**config.mk**
```make
export PLATFORM = sky130hd
export DESIGN_NAME = collision_ctrl
export DESIGN_NICKNAME = d
export VERILOG_FILES = /design/src/rtl/collision_ctrl.sv
export SDC_FILE = /design/constraint.sdc
export NUM_CORES = 1
export LEC_CHECK = 0
export ABC_AREA = 1
export CELL_PAD_IN_SITES_DETAIL_PLACEMENT = 2
export CELL_PAD_IN_SITES_GLOBAL_PLACEMENT = 2
export CORE_UTILIZATION = 28
export DETAILED_ROUTE_END_ITERATION = 8
export PLACE_DENSITY = 0.82
export SYNTH_ARGS = -nofsm -noshare
export SYNTH_HDL_FRONTEND = slang
export SYNTH_SLANG_ARGS = --single-unit
export TNS_END_PERCENT = 100
```
**constraint.sdc**
```tcl
create_clock -name i_Clk -period 2.6 [get_ports i_Clk]
set_clock_uncertainty 0.15 [all_clocks]
set_input_delay 0.52 -clock i_Clk [delete_from_list [all_inputs] [get_ports i_Clk]]
set_output_delay 0.52 -clock i_Clk [all_outputs]
set_load 0.05 [all_outputs]
```
**src/rtl/collision_ctrl.sv**
```systemverilog
// -----------------------------------------------------------------------------
// collision_ctrl
//
// Purpose
//   Game-state owner for the frog/car game. Each cycle it registers two terms
//   from the raw grid positions: "frog overlaps the car" and "frog is on the
//   goal row". A four-state FSM acts on those registered terms one cycle later
//   and keeps lives, score and level. It also runs the hit / level-up hold
//   periods and handles game over and restart.
//
// Handshake / timing contract
//   There is no valid/ready traffic here. Positions are level inputs and are
//   sampled every clock. i_Frame_Tick and i_Start are single-cycle qualifiers
//   sampled on the rising edge. o_Hit and o_Frog_Reset are registered
//   one-cycle pulses and are never high in the same cycle. Every other output
//   is a registered level. An input change reaches o_Hit or o_State after
//   exactly two clock edges: one edge for the term register, one for the FSM.
//
// Ports
//   i_Clk         system clock
//   i_Rst_L       synchronous reset, active low
//   i_Frame_Tick  one-cycle pulse per video frame (hold-period time base)
//   i_Start       restart request, honoured only in S_GAME_OVER
//   i_Frog_X/Y    frog grid position
//   i_Car_X/Y     car grid position (car occupies c_CAR_WIDTH cells from X)
//   o_Hit         pulse on entry to S_HIT (also on the fatal hit)
//   o_Frog_Reset  pulse telling the frog controller to return to start
//   o_Lives       remaining lives
//   o_Score       goals reached, saturating at 255
//   o_Level       current level, saturating at 15
//   o_Game_Over   high while in S_GAME_OVER
//   o_State       FSM state: 00 PLAY, 01 HIT, 10 LEVEL_UP, 11 GAME_OVER
// -----------------------------------------------------------------------------
module collision_ctrl #(
  parameter int c_MAX_X      = 20,
  parameter int c_CAR_WIDTH  = 2,
  parameter int c_GOAL_Y     = 0,
  parameter int c_NUM_LIVES  = 3,
  parameter int c_HIT_FRAMES = 30,
  parameter int c_WIN_FRAMES = 30
) (
  input  logic       i_Clk,
  input  logic       i_Rst_L,
  input  logic       i_Frame_Tick,
  input  logic       i_Start,
  input  logic [5:0] i_Frog_X,
  input  logic [5:0] i_Frog_Y,
  input  logic [5:0] i_Car_X,
  input  logic [5:0] i_Car_Y,
  output logic       o_Hit,
  output logic       o_Frog_Reset,
  output logic [2:0] o_Lives,
  output logic [7:0] o_Score,
  output logic [3:0] o_Level,
  output logic       o_Game_Over,
  output logic [1:0] o_State
);

  typedef enum logic [1:0] {
    S_PLAY      = 2'b00,
    S_HIT       = 2'b01,
    S_LEVEL_UP  = 2'b10,
    S_GAME_OVER = 2'b11
  } state_t;

  state_t     r_State;
  logic       r_Collide;
  logic       r_Goal;
  logic       r_Hit;
  logic       r_Frog_Reset;
  logic       r_Game_Over;
  logic [2:0] r_Lives;
  logic [7:0] r_Score;
  logic [3:0] r_Level;
  logic [7:0] r_Hold_Cnt;

  // Overlap arithmetic is done 7 bits wide. The wrapped distance
  // Frog_X + c_MAX_X - Car_X can then never overflow for legal 6-bit columns.
  logic [6:0] w_Frog_X7;
  logic [6:0] w_Car_X7;
  logic [6:0] w_Dx;
  logic       w_Overlap;
  logic       w_On_Goal;
  logic       w_Hit_Done;
  logic       w_Win_Done;

  assign w_Frog_X7 = {1'b0, i_Frog_X};
  assign w_Car_X7  = {1'b0, i_Car_X};

  // Distance from the car's left cell to the frog, measured rightward with
  // wrap-around at c_MAX_X. The frog is on the car when that distance is
  // less than the car length.
  assign w_Dx = (w_Frog_X7 >= w_Car_X7) ? (w_Frog_X7 - w_Car_X7)
                                        : (w_Frog_X7 + 7'(c_MAX_X) - w_Car_X7);

  // An off-grid column on either side disables the overlap. Without this, a
  // stray out-of-range value could alias through the wrap arithmetic.
  assign w_Overlap = (i_Frog_Y == i_Car_Y)
                  && (w_Frog_X7 < 7'(c_MAX_X))
                  && (w_Car_X7  < 7'(c_MAX_X))
                  && (w_Dx      < 7'(c_CAR_WIDTH));

  assign w_On_Goal = (i_Frog_Y == 6'(c_GOAL_Y));

  // A hold period ends on the tick that brings the count to its target.
  assign w_Hit_Done = i_Frame_Tick && (r_Hold_Cnt == 8'(c_HIT_FRAMES - 1));
  assign w_Win_Done = i_Frame_Tick && (r_Hold_Cnt == 8'(c_WIN_FRAMES - 1));

  // Term register. This stage is the only one that looks at the raw
  // positions, so no input has a combinational path to an output.
  always_ff @(posedge i_Clk) begin
    if (!i_Rst_L) begin
      r_Collide <= 1'b0;
      r_Goal    <= 1'b0;
    end else begin
      r_Collide <= w_Overlap;
      r_Goal    <= w_On_Goal;
    end
  end

  // Game FSM. Both pulses default low every cycle, so each one lasts a single
  // cycle. They are raised on different transitions, so they never coincide.
  always_ff @(posedge i_Clk) begin
    if (!i_Rst_L) begin
      r_State      <= S_PLAY;
      r_Lives      <= 3'(c_NUM_LIVES);
      r_Score      <= 8'd0;
      r_Level      <= 4'd0;
      r_Hold_Cnt   <= 8'd0;
      r_Hit        <= 1'b0;
      r_Frog_Reset <= 1'b0;
      r_Game_Over  <= 1'b0;
    end else begin
      r_Hit        <= 1'b0;
      r_Frog_Reset <= 1'b0;

      case (r_State)
        S_PLAY: begin
          // Collision takes priority over reaching the goal row.
          if (r_Collide) begin
            r_Hit      <= 1'b1;
            r_Hold_Cnt <= 8'd0;
            if (r_Lives > 3'd1) begin
              r_Lives <= r_Lives - 3'd1;
              r_State <= S_HIT;
            end else begin
              r_Lives     <= 3'd0;
              r_State     <= S_GAME_OVER;
              r_Game_Over <= 1'b1;
            end
          end else if (r_Goal) begin
            if (r_Score != 8'hFF) r_Score <= r_Score + 8'd1;
            if (r_Level != 4'hF)  r_Level <= r_Level + 4'd1;
            r_Frog_Reset <= 1'b1;
            r_Hold_Cnt   <= 8'd0;
            r_State      <= S_LEVEL_UP;
          end
        end

        S_HIT: begin
          // Count frames only. Collisions seen here are deliberately dropped.
          // The frog goes back to its start cell when the penalty ends.
          if (w_Hit_Done) begin
            r_Hold_Cnt   <= 8'd0;
            r_Frog_Reset <= 1'b1;
            r_State      <= S_PLAY;
          end else if (i_Frame_Tick) begin
            r_Hold_Cnt <= r_Hold_Cnt + 8'd1;
          end
        end

        S_LEVEL_UP: begin
          // The frog was already sent home on entry, so exit emits no pulse.
          if (w_Win_Done) begin
            r_Hold_Cnt <= 8'd0;
            r_State    <= S_PLAY;
          end else if (i_Frame_Tick) begin
            r_Hold_Cnt <= r_Hold_Cnt + 8'd1;
          end
        end

        S_GAME_OVER: begin
          // Outputs freeze until a restart request arrives.
          if (i_Start) begin
            r_Lives      <= 3'(c_NUM_LIVES);
            r_Score      <= 8'd0;
            r_Level      <= 4'd0;
            r_Hold_Cnt   <= 8'd0;
            r_Frog_Reset <= 1'b1;
            r_Game_Over  <= 1'b0;
            r_State      <= S_PLAY;
          end
        end

        default: begin
          r_State <= S_PLAY;
        end
      endcase
    end
  end

  assign o_Hit        = r_Hit;
  assign o_Frog_Reset = r_Frog_Reset;
  assign o_Lives      = r_Lives;
  assign o_Score      = r_Score;
  assign o_Level      = r_Level;
  assign o_Game_Over  = r_Game_Over;
  assign o_State      = r_State;

endmodule

```
==> reports/qor.txt <==
status = finished clean
Clk Latency, worst-skew pair = 0.28 ns
io pins = 48
worst path bufs/invs = 3
Final ANT Viol Nets = 0
drt first-iter violations = 39
Max Cap Viol = 0
Layout area overhead = 34.36%
die width = 94.44 um
largest net degree at the start of global routing = 14
area of the multi-input gates = 1565 um2
worst setup margin = 0.1667 ns
RSZ-0062 raised after global routing = no
Synthesis Warnings = 0
count of final hold-check violations = 0
Seq. cell area = 600.6 um2
CP Launch Type = input port
final setup violating endpoints = 0
Die ar. = 8918 um2
global route overflow = 0
setup tns final = 0 ns
TritonCTS clock tree = yes
Worst Max-Slew Pin Slew = 0.5692 ns
post-synthesis cell type count = 30
Syn Area/Cell = 6.609 um2
Clock Root Buffer = clkbuf_8
ANT cells = 0
Layout fillers = 1008
standard-cell rows = 33
Crit path arrival time = 2.51 ns
global-route wire length before repair = 13130 um
vias after detailed routing = 2554
hold_buf cts = 0
Power Dens Cells = 616.3 nW/um2
P_leak = 0.001501 uW
Slew HR = 61.91%
fin crit share = 93.59%
vias per cell = 4.765
crit-path max FO = 2
hold_sp = o_Game_Over$_SDFFE_PN0P_
Max stage delay on crit path = 0.49 ns
Net count, final = 487
RePlAce Congestion = 0.7611
Reg2Reg Setup Slack = 0.27 ns
Worst Setup End Kind = register
Setup WS pre-CTS = -0.3825 ns
layout cells sized above 1 = 10.67%
gr usage total = 18.89%
Compound-Gate Fraction of Synth Area = 10.15%
maximum clock path buffer count = 2
critical-path cell list = clkdlybuf4s50_1 > inv_1 > fa_1 > inv_2 > ha_1 > or2_4 > a21oi_2 > nand2_1 > a21oi_2 > nand2_1 > nor2_1
Post-Synth Adder-Cell Area = 15.59%
sequential share of the synthesized area = 25.10%
required time of the critical path = 2.68 ns
WL final = 7712 um
min Tclk post-route = 2.433 ns
cell family with most CP delay = adder cells
Worst Hold Depth = 2
Core Footprint = 8258 um2
vias in the first global route = 2751
Starting Density = 28.97%
first-pass iteration count of the detailed router = 3
register bit total from synthesis = 30
largest family of logic cells by synthesized area = simple AND/OR/NAND/NOR gates
fraction of synthesized cell area in xor and xnor cells = 4.759%
achievable frequency = 0.4110 GHz
mux cell area share after synthesis = 0%
post-synth net total = 418
clk sinks = 30
TritonCTS Buffers = 5
initial antenna violation count = 0
port bufs = 47
R2R depth = 8
Die H = 94.44 um
R2R Path Start = o_State[0]$_SDFFE_PN0P_
Critical Path Slowest Stage Cell = fa_1
simple-gate area share of the yosys netlist = 34.21%
DP Wirelength = 6360 um
H-tree Lvls = 2
Post-Syn Instances = 362
Min-Delay Endpoint = o_Game_Over$_SDFFE_PN0P_
Avg WL per Cell = 14.39 um
post-synthesis instance area = 2392 um2
WS Path Type = in2reg
Worst-path clk slew = 0.07 ns
Hold Path Class = reg2reg
Max IR drop VDD = 0.2996 mV
residual DRC count = 0
final max-slew violation count = 0
R2R Path End = o_Score[1]$_SDFFE_PN0P_
## sequential cells by signal, indices dropped and copies added (netlist names)
signal and count:
o_Hit 1, r_Goal 1, o_Level 4, r_Hold_Cnt 8, o_State 2, o_Score 8, o_Game_Over 1, o_Frog_Reset 1
o_Lives 3, r_Collide 1
## synthesized netlist by cell type
cell / n / area (um2)
xor2_1: 6 / 52.55
inv_1: 60 / 225.2
fa_1: 3 / 60.06
nor3b_2: 2 / 25.02
dfxtp_1: 30 / 600.6
o21ai_2: 1 / 8.760
ha_1: 25 / 312.8
or2_0: 1 / 6.260
nor4_1: 1 / 6.260
nor3b_1: 2 / 15.01
inv_2: 2 / 7.510
nand4_1: 9 / 56.30
clkbuf_1: 1 / 3.750
xnor2_1: 7 / 61.31
and3_1: 1 / 6.260
o21ai_1: 1 / 5.000
or2_2: 3 / 18.77
nor2_1: 42 / 157.7
nand2_2: 1 / 6.260
nor3_4: 1 / 16.27
a31o_2: 2 / 17.52
nand2_1: 83 / 311.6
o21ai_0: 17 / 85.08
o211ai_1: 1 / 7.510
nor3_1: 6 / 30.03
a21oi_2: 1 / 8.760
buf_4: 1 / 7.510
nand2_4: 2 / 22.52
a21oi_1: 22 / 110.1
nand3_1: 28 / 140.1
## area by class of cell
type / instances / share of cell area (%)
Clock inverter: 2 / 0.3114
Multi-Input combinational cell: 268 / 48.70
Tap cell: 105 / 4.087
Inverter: 62 / 7.240
Sequential cell: 30 / 18.68
Clock buffer: 5 / 2.141
Timing Repair Buffer: 64 / 18.84
## per-layer routing
layer | GRT usage (%) | part of all wire [%] | up-vias
li1 | - | - | 1290
met2 | 35.57 | 52 | 27
met3 | 2.576 | 1.8 | 7
met4 | 5.128 | 1.1 | 0
met5 | 0 | 0 | -
met1 | 22.07 | 45 | 1230
## worst max path at each step
stage,depth (start not counted),from,slack [ns],end
6_report,11,i_Car_X[2],0.17,r_Collide$_SDFF_PN0_
5_1_grt,14,i_Frog_X[0],0.002,r_Collide$_SDFF_PN0_
4_1_cts,12,i_Car_X[1],0.008,r_Collide$_SDFF_PN0_
3_5_place_dp,12,i_Car_X[1],-0.38,r_Collide$_SDFF_PN0_
3_3_place_gp,12,i_Car_X[1],-0.36,r_Collide$_SDFF_PN0_
2_1_floorplan,11,i_Car_X[1],0.18,r_Collide$_SDFF_PN0_
## per-stage QoR
step,power [uW],hold WS (ns),cells,util [%],area [um2]
2_1_floorplan,1249,0.3039,362,-,2392
3_3_place_gp,1561,0.2980,529,37.67,3110
3_5_place_dp,1616,0.3045,529,37.67,3110
4_1_cts,2008,0.3178,536,38.76,3201
5_1_grt,2145,0.3399,536,38.92,3214
6_report,1981,0.3102,536,38.92,3214
## worst register-to-register path, cell delays in order, from the launching register on
cell and delay [ns]:
dfxtp_1 0.44, inv_1 0.11, ha_1 0.32, inv_1 0.16, nor2_1 0.09, nor3_4 0.40, nand2_4 0.16, o21ai_0 0.30
nor2_1 0.09
## power by group
part | leakage, uW | switching [uW] | internal [uW] | total (uW)
registers | 0.000243 | 64.1 | 515 | 579
logic | 0.00121 | 665 | 369 | 1030
clock network | 0.0000438 | 188 | 180 | 368
total | 0.00150 | 917 | 1060 | 1980
## cells in the final DEF (no fill, tap or decap), types with 3 or more instances in the layout
cell type / count
nand2_1: 83
inv_1: 58
clkdlybuf4s50_1: 44
nor2_1: 41
dfxtp_1: 30
nand3_1: 28
ha_1: 23
a21oi_1: 20
o21ai_0: 17
buf_4: 17
nand4_1: 9
xnor2_1: 7
nor3_1: 6
xor2_1: 6
clkbuf_8: 5
inv_2: 4
a21oi_2: 3
fa_1: 3
dlymetal6s2s_1: 3
## cells by family (layout without fill, tap and decap cells)
logic type | after synthesis | after routing
XOR/XNOR | 13 | 13
flip-flops | 30 | 30
buffers and inverters | 64 | 133
adder cells (fa/ha/maj) | 28 | 28
AO/OA/AOI/OAI | 45 | 45
AND/OR/NAND/NOR | 182 | 182
## timing repair
action / 4_1_cts / 5_1_grt
pin swaps: 6 / 5
resized for setup: 4 / 7
buffers inserted: 0 / 0
setup endpoints to repair: 1 / 3
(Power assumes the default switching activity.)
